## config.mk

```make
export PLATFORM = sky130hd
export DESIGN_NAME = pipe_skid_reg
export DESIGN_NICKNAME = d
export VERILOG_FILES = /design/src/rtl/pipe_skid_reg.sv
export SDC_FILE = /design/constraint.sdc
export NUM_CORES = 1
export LEC_CHECK = 0
export CELL_PAD_IN_SITES_DETAIL_PLACEMENT = 0
export CELL_PAD_IN_SITES_GLOBAL_PLACEMENT = 1
export CORE_MARGIN = 2
export CORE_UTILIZATION = 41
export DETAILED_ROUTE_END_ITERATION = 10
export PLACE_DENSITY = 0.91
export SYNTH_ARGS = -nofsm -noshare
export SYNTH_HDL_FRONTEND = slang
export SYNTH_SLANG_ARGS = --single-unit
export TNS_END_PERCENT = 100
```

## constraint.sdc

```tcl
create_clock -name clk -period 3.13 [get_ports clk]
set_clock_uncertainty 0.15 [all_clocks]
set_input_delay 0.626 -clock clk [delete_from_list [all_inputs] [get_ports clk]]
set_output_delay 0.626 -clock clk [all_outputs]
set_load 0.02 [all_outputs]
```

## src/rtl/pipe_skid_reg.sv

```systemverilog
// ============================================================================
// Module      : pipe_skid_reg
// Description : Elastic pipeline register with a one-entry skid buffer,
//               registered upstream ready, synchronous flush and NOP bubbles.
// Revision    : 1.0 - initial release
// ============================================================================
`default_nettype none

module pipe_skid_reg #(
    parameter int unsigned               DATA_W     = 64,
    parameter logic [DATA_W-1:0]         RESET_DATA = 64'h00100000_00000000
) (
    input  logic              clk,
    input  logic              reset,
    input  logic              in_valid,
    output logic              in_ready,
    input  logic [DATA_W-1:0] in_data,
    input  logic              flush,
    output logic              out_valid,
    input  logic              out_ready,
    output logic [DATA_W-1:0] out_data,
    output logic [1:0]        count
);

    // The state encoding is the occupancy itself, so count needs no decode.
    typedef enum logic [1:0] {
        EMPTY = 2'd0,
        ONE   = 2'd1,
        FULL  = 2'd2
    } state_t;

    state_t            state_q, state_d;
    logic [DATA_W-1:0] main_data_q, main_data_d;
    logic [DATA_W-1:0] skid_data_q, skid_data_d;

    logic in_fire;
    logic out_fire;

    assign in_ready  = (state_q != FULL);
    assign out_valid = (state_q != EMPTY);
    assign out_data  = main_data_q;
    assign count     = state_q;

    assign in_fire  = in_valid & in_ready;
    assign out_fire = out_valid & out_ready;

    always_comb begin
        state_d     = state_q;
        main_data_d = main_data_q;
        skid_data_d = skid_data_q;

        if (flush) begin
            // Any out_fire this cycle has already completed downstream.
            state_d     = EMPTY;
            main_data_d = RESET_DATA;
            skid_data_d = RESET_DATA;
        end else begin
            case (state_q)
                EMPTY: begin
                    if (in_fire) begin
                        main_data_d = in_data;
                        state_d     = ONE;
                    end
                end
                ONE: begin
                    if (in_fire && out_fire) begin
                        main_data_d = in_data;
                    end else if (in_fire) begin
                        skid_data_d = in_data;
                        state_d     = FULL;
                    end else if (out_fire) begin
                        main_data_d = RESET_DATA;
                        state_d     = EMPTY;
                    end
                end
                FULL: begin
                    if (out_fire) begin
                        main_data_d = skid_data_q;
                        skid_data_d = RESET_DATA;
                        state_d     = ONE;
                    end
                end
                default: begin
                    state_d     = EMPTY;
                    main_data_d = RESET_DATA;
                    skid_data_d = RESET_DATA;
                end
            endcase
        end
    end

    always_ff @(posedge clk) begin
        if (reset) begin
            state_q     <= EMPTY;
            main_data_q <= RESET_DATA;
            skid_data_q <= RESET_DATA;
        end else begin
            state_q     <= state_d;
            main_data_q <= main_data_d;
            skid_data_q <= skid_data_d;
        end
    end

endmodule

`default_nettype wire

```

# Yosys cells after proc, flatten, opt, wreduce, memory -nomap -nowiden
# Index checks and enable logic that the tools add are counted.
totals:
  reg_bits: 130
  input_bits: 69
  out_inout_bits: 68
  word_cells: 37
op_classes:
  eq_ne: 10
  n_mux: 14
  bitwise_logic: 3
  n_reduce_logical: 7
op_table:
  columns: ["operator", "count"]
  rows:
  - ["$mux W64", 6]
  - ["$pmux W64 S3", 2]
  - ["$reduce_and A4 Y1", 3]
  - ["$mux W2", 5]
  - ["$ne A2 B2 Y1 const B", 5]
  - ["$ne A3 B3 Y1 const B", 3]
  - ["$pmux W2 S3", 1]
  - ["$and A1 B1 Y1", 2]
  - ["$eq A2 B1 Y1 const B", 1]
  - ["$eq A2 B2 Y1 const B", 1]
  - ["$logic_not A2 Y1", 1]
  - ["$reduce_bool A2 Y1", 1]
  - ["$reduce_or A2 Y1", 1]
  - ["$logic_and A1 B1 Y1", 1]
  - ["$not A1 Y1", 1]

# Depth between registers and ports, before layout
depth:
  ltp_word: 6
  ltp_mapped: 7
  depth_no_buf: 4

# Least setup slack after synthesis
# OpenSTA, ideal clock, no wires.
synth_path:
  path_kind: "input to register"
  start: "in out_ready"
  end: "reg skid_data_q[2]"
  setup_ps: 130
  arrival_ps: 1511
  t_required_ps: 2850
  slack_ps: 1339
  stages: 7
  path_buffers: 3
  path_cell_list: "buf_6 > nor2b_2 > o22a_2 > buf_8 > buf_12 > mux2i_1 > nor2_1"
synth_via:
  elab_chain_len: 4
  elab_cells_between_ends: 5
  cone_classes: "eq/ne (2); bitwise (1); reduce/logical (2)"
synth_rtl:
  columns: ["item", "line_no", "text"]
  rows:
  - ["from (decl)", "20", "input logic out_ready,"]
  - ["$and A1 B1 Y1 *", "45", "assign out_fire = out_valid & out_ready;"]
  - ["$logic_and A1 B1 Y1", "66", "if (in_fire && out_fire) begin"]
  - ["$ne A2 B2 Y1 (no source line)", null, null]
  - ["$reduce_and A4 Y1 (no source line) *", null, null]
  - ["to (signal assigned)", "100", "skid_data_q <= skid_data_d;"]
  - ["to (decl)", "34", "logic [DATA_W-1:0] skid_data_q, skid_data_d;"]
# Mark *: on every way between the ends. The rest lies on a longest branch, timed or not.
# A chain may end at the register's enable or synchronous reset.

# Worst setup path after layout
layout_path:
  start: "reg state_q[1], in the netlist count[1]"
  end: "out out_valid"
layout_via:
  elab_chain_len: 1
layout_rtl:
  columns: ["item", "line_no", "text"]
  rows:
  - ["from (decl)", "32", "state_t state_q, state_d;"]
  - ["from (signal assigned)", "98", "state_q <= state_d;"]
  - ["$reduce_bool A2 Y1", "40", "assign out_valid = (state_q != EMPTY);"]
  - ["to (decl)", "19", "output logic out_valid,"]
# No other way between the ends.

==> results_dict.tcl <==
set metrics [dict create \
    worstPathRequired_ps 2350 \
    synth_top_area_share_pct 45.38 \
    synth-async-reset-ratio_pct 0 \
    post-route-util_pct 54.71 \
    grt_start_max_net_pins 131 \
    cts_root_buf "clkbuf_16" \
    grt_util_met2_pct 30.03 \
    drt_first_pass_iters 5 \
    syn-num-nets 596 \
    hold_path_class "reg2reg" \
    ff_latch_area_um2 2603 \
    yosysSeqAreaShare_pct 45.38 \
    p_leak_nw 2.591 \
    htreeDepth 4 \
    path_cells "or2_2 -> clkdlybuf4s50_1" \
    grt-ovfl-total 0 \
    drt_iter0_markers 293 \
    cts_resized 0 \
    slew_violations 0 \
    worstSetupEndpointType "output pin" \
    r2r-start "count[0]" \
    fin_tns_setup_ps 0 \
    drt_wl_total_um 13620 \
    cp.arrival_ps 2020 \
    slew_headroom_pct 27.24 \
    critPathBufInv 1 \
    maxCapViolCount 0 \
    postCtsHoldBufs 0 \
    nNetsFinal 709 \
    busiest_layer "met2" \
    viasPerCell 5.265 \
    post-cts-setup-buffer-count 0 \
    dieArea_um2 14950 \
    fp.dieW_um 122.3 \
    clock_path_buffers 2 \
    vias 4386 \
    wire_per_inst_um 16.35 \
    ios 137 \
    synth_cell_type_count 35 \
    grt_pass1_wl_um 21800 \
    grt_pass1_vias 4385 \
    grt_antenna_before_repair 0 \
    die_h_um 122.3 \
    cp_max_fo 11 \
    finalCritPeriodShare_pct 89.35 \
    synthFlopType "dfxtp_1" \
    multi_input_area_um2 2695 \
    port_buffers 136 \
    cts_buffers 17 \
    peakVddDrop_v 0.0002879 \
    synth.most_common_cell "dfxtp_1" \
    synthTopCellsByCount "dfxtp_1 (130), mux2i_1 (65), nor2_1 (65), a22oi_1 (63), and2_1 (63)" \
    grtUsageTotal_pct 18.71 \
    critPathKind "reg2out" \
    synth_warnings 0 \
    rsz0062_at_grt "no" \
    min_period_ps 2797 \
    clk_latency_ps 410 \
    setup_ws_ps 333.4 \
    ys_ff_latch 130 \
    final-setup-viol-count 0 \
    max_freq_mhz 357.6 \
    drive_gt1_share_pct 10.57 \
    fp.coreArea_um2 13770 \
    worst_path_max_delay_cell "dfxtp_1" \
    power_density_nw_per_um2 522.1 \
    start_kind "flip-flop" \
    syn-instance-count 527 \
    startpoint "count[1]" \
    yosys.area.top_type "dfxtp_1" \
    area_growth_pct 31.39 \
    synth_edf_count 0 \
    start_util_pct 41.64 \
    num_antenna_cells 0 \
    cts.sinks 130 \
    cts_tree "built" \
    worst_pin_slew_ps 1091 \
    drc 0 \
    path_delay_family "flip-flops" \
    slowest_delay_ps 730 \
    synth_area_um2 5736 \
    outcome "finished clean" \
    pre_cts_ws_ps 148.8 \
    grt_use_met3_pct 5.112 \
    hold_violations 0 \
    netlist_top_cells_area "dfxtp_1 (45%), mux2i_1 (11%), a22oi_1 (8.2%), and2_1 (6.9%), o2bb2ai_1 (6.4%)" \
    final_antenna_net_count 0 \
    rows 43 \
    place.gp.congestion 0.7743 \
    hp-start "out_data[28]" \
    dp_hpwl_um 8469 \
    use_met1_pct 23.39 \
    avgSynthCellArea_um2 10.88 \
    fillerInstances 1225 \
    path_clk_slew_ps 50 \
]
==> sequential cells by signal, summed over array words and instances (netlist names) <==
register / cells
out_data: 64
skid_data_q: 64
count: 2
==> through the flow <==
step / hold WS [ps] / power, W / instance area, um^2 / instances
4_1_cts: 318.3 / 0.003979 / 7536 / 833
3_3_place_gp: 295.4 / 0.002181 / 6997 / 801
2_1_floorplan: 296.6 / 0.002016 / 5736 / 527
5_1_grt: 330.8 / 0.004093 / 7536 / 833
6_report: 314.1 / 0.003934 / 7536 / 833
3_5_place_dp: 299.9 / 0.002188 / 6997 / 801
==> cell usage in the layout (no fill, tap or decap), types with 2 or more instances in the layout <==
cell and count:
clkdlybuf4s50_1 136, clkbuf_8 5, nand2b_1 2, buf_4 6, mux2i_1 65, nor2b_4 4, inv_1 2, o2bb2ai_2 21
nor2_1 65, a22oi_1 63, buf_12 3, nand2_1 2, clkinv_2 3, clkbuf_1 6, clkbuf_16 17, and2_1 63
o2bb2ai_1 42, dfxtp_1 130
==> logic make-up after synthesis <==
kind of cell           after synthesis  synth area share, %
multiplexers                        65                11.34
AO/OA/AOI/OAI                      135                21.62
buffers and inverters               53                8.028
AND/OR/NAND/NOR                    144                13.63
flip-flops                         130                45.38
==> worst paths after layout <==
kind	endpoint	slack, ps	cells past startpoint
max	out_valid	330	2
min	out_data[28]	310	1
max reg2reg	out_data[59]	830	4
min reg2reg	out_data[28]	310	1
==> power breakdown <==
group / switching, W / internal, W / leakage (nW)
Combinational: 0.000218 / 0.000222 / 1.27
Clock: 0.000669 / 0.00111 / 0.264
Sequential: 0.0000233 / 0.00169 / 1.05
Total: 0.000910 / 0.00302 / 2.59
==> cell type report <==
type	count	area share [%]
repair buffers	145	19.46
clock inverters	4	0.2989
well taps	180	2.989
flip-flops and latches	130	34.53
clock buffers	28	6.857
inverters	2	0.09962
multi-input cells	344	35.76
==> per-layer routing <==
layer	routed length [um]	vias up
met5	0	-
met4	306	0
met3	716	22
met2	6455	121
met1	6144	2106
li1	-	2137
No activity file was read; power rests on OpenSTA's default activity.
==> variant, RTL diff (same flow settings) <==
Set the parameter `DATA_W` to 128 (it was 64).
--- a/src/rtl/pipe_skid_reg.sv
+++ b/src/rtl/pipe_skid_reg.sv
@@ -7,7 +7,7 @@
 `default_nettype none
 
 module pipe_skid_reg #(
-    parameter int unsigned               DATA_W     = 64,
+    parameter int unsigned               DATA_W     = 128,
     parameter logic [DATA_W-1:0]         RESET_DATA = 64'h00100000_00000000
 ) (
     input  logic              clk,
Ports: changed (resized in_data and out_data); port bits go from 137 to 265. The function was not compared with the original's and may differ.
==> variant against the original RTL <==
- the run now ends with design-rule violations left
- setup slack better by 0.043 ns
- final area up 94%
- via count up 95%
- synthesized area up 91%
- maximum frequency up 1.6%
- routed wire length up 110%
- utilization up 1.2 points
- die area up 87%
- clock power up 88%
- sequential cell count up 128
- register-to-register slack better by 0.25 ns
- total power up 93%
- global-route usage up 0.68 points
- critical path type unchanged
- critical endpoint is now in_ready
- largest power group is now registers
==> variant: results <==
set metrics [dict create \
    status "complete, but fails checks" \
    violations "design-rule violations" \
    dpl.hpwl_mm 16.69 \
    drt_iter0_drc 539 \
    h-tree-depth 1 \
    synthFlopType "dfxtp_1" \
    clk_pin_slew_worst_paths_ns 0.06 \
    antenna_found_initial 1 \
    clk_latency_ns 0.53 \
    ir_drop_mv 0.2850 \
    drc_errors 16 \
    ys_seq_area_frac 0.4718 \
    nNetsFinal 1369 \
    avgRoutedWirePerCell_um 17.71 \
    crit_fanout 12 \
    ctsResizeCount 0 \
    finalWeightedCongestion 0.7250 \
    synthArstFlopShare 0 \
    tightestPinTransition_ns 0.7142 \
    synth_cell_types 37 \
    grt_pass1_vias 8386 \
    post-cts-setup-buffer-count 0 \
    drive_gt1_frac 0.1030 \
    clk_path_buf_depth 3 \
    numPortBuffers 264 \
    first_pass_iters 8 \
    viasPerCell 5.384 \
    power_switching_uw 1786 \
    worst_path_largest_cell_delay_ns 0.64 \
    comb_cell_power_uw 865 \
    grt_util_all_layers 0.1939 \
    seqPwrFrac 0.446 \
    synth_nets 1158 \
    cts.root.buffer_cell "clkbuf_16" \
    holdCritPathClass "flop to flop" \
    grt_pass1_wl_mm 45.59 \
    ys_top_cells_by_area "dfxtp_1 47%, mux2i_1 12%, o2bb2ai_1 7.8%, and2_1 7.3%, a22oi_1 6.7%" \
    p_leak_uw 0.004928 \
    numCtsBuffers 28 \
    crit_arrival_ns 1.98 \
    grt_max_degree 130 \
    yosys-top-cells-count "258 x dfxtp_1, 128 x mux2i_1, 128 x nor2_1" \
]
==> variant: cell count changes after synthesis, sizes merged, moves of 2 or more <==
cell / change
clkbuf: +22
dfxtp: +128
nor2: +63
mux2i: +63
a22oi: +64
buf: +27
and2: +64
nor2b: -3
o21ai: +2
o2bb2ai: +64
==> variant: worst paths after layout <==
path / startpoint / end / slack (ns) / cells past startpoint
worst max-delay path: count[1] / in_ready / 0.38 / 2
worst min-delay path: out_data[3] / out_data[3] / 0.31 / 1
worst max register to register: count[1] / out_data[89] / 1.08 / 5
worst min register to register: out_data[3] / out_data[3] / 0.31 / 1
==> variant: cells by family (layout without fill, tap and decap cells) <==
kind of cell | after synthesis | count (layout) | synth area share
and+or+nand+nor | 270 | 270 | 0.1269
buffers and inverters | 103 | 330 | 0.05680
DFF | 258 | 258 | 0.4718
muxes | 128 | 128 | 0.1170
AOI/OAI and AO/OA | 266 | 266 | 0.2275
==> variant: cell type report <==
cell class / instances / area [um^2]
inverter: 3 / 11.26
tap: 335 / 419.2
clock inverter: 5 / 78.83
sequential: 258 / 5165
fill: 2293 / 11510
timing repair buffer: 281 / 2908
clock buffer: 41 / 850.8
multi-input combinational: 664 / 5187
==> variant: per-stage QoR <==
stage	util	total power (uW)	instances	cell area [um^2]	worst slack [ns]
floorplan	-	3940	1025	10950	1.244
global placement	0.5239	4322	1541	13690	0.4590
detailed placement	0.5239	4328	1541	13690	0.4126
CTS	0.5595	7692	1587	14620	0.3230
global route	0.5595	7874	1587	14620	0.2716
finish	0.5595	7594	1587	14620	0.3761
==> variant: per-layer routing <==
metal | wire (um) | vias up | GRT usage
li1 | - | 4115 | -
met1 | 13020 | 4145 | 0.2677
met5 | 13 | - | 0
met4 | 582 | 2 | 0.04991
met3 | 1788 | 43 | 0.04372
met2 | 12700 | 239 | 0.3074
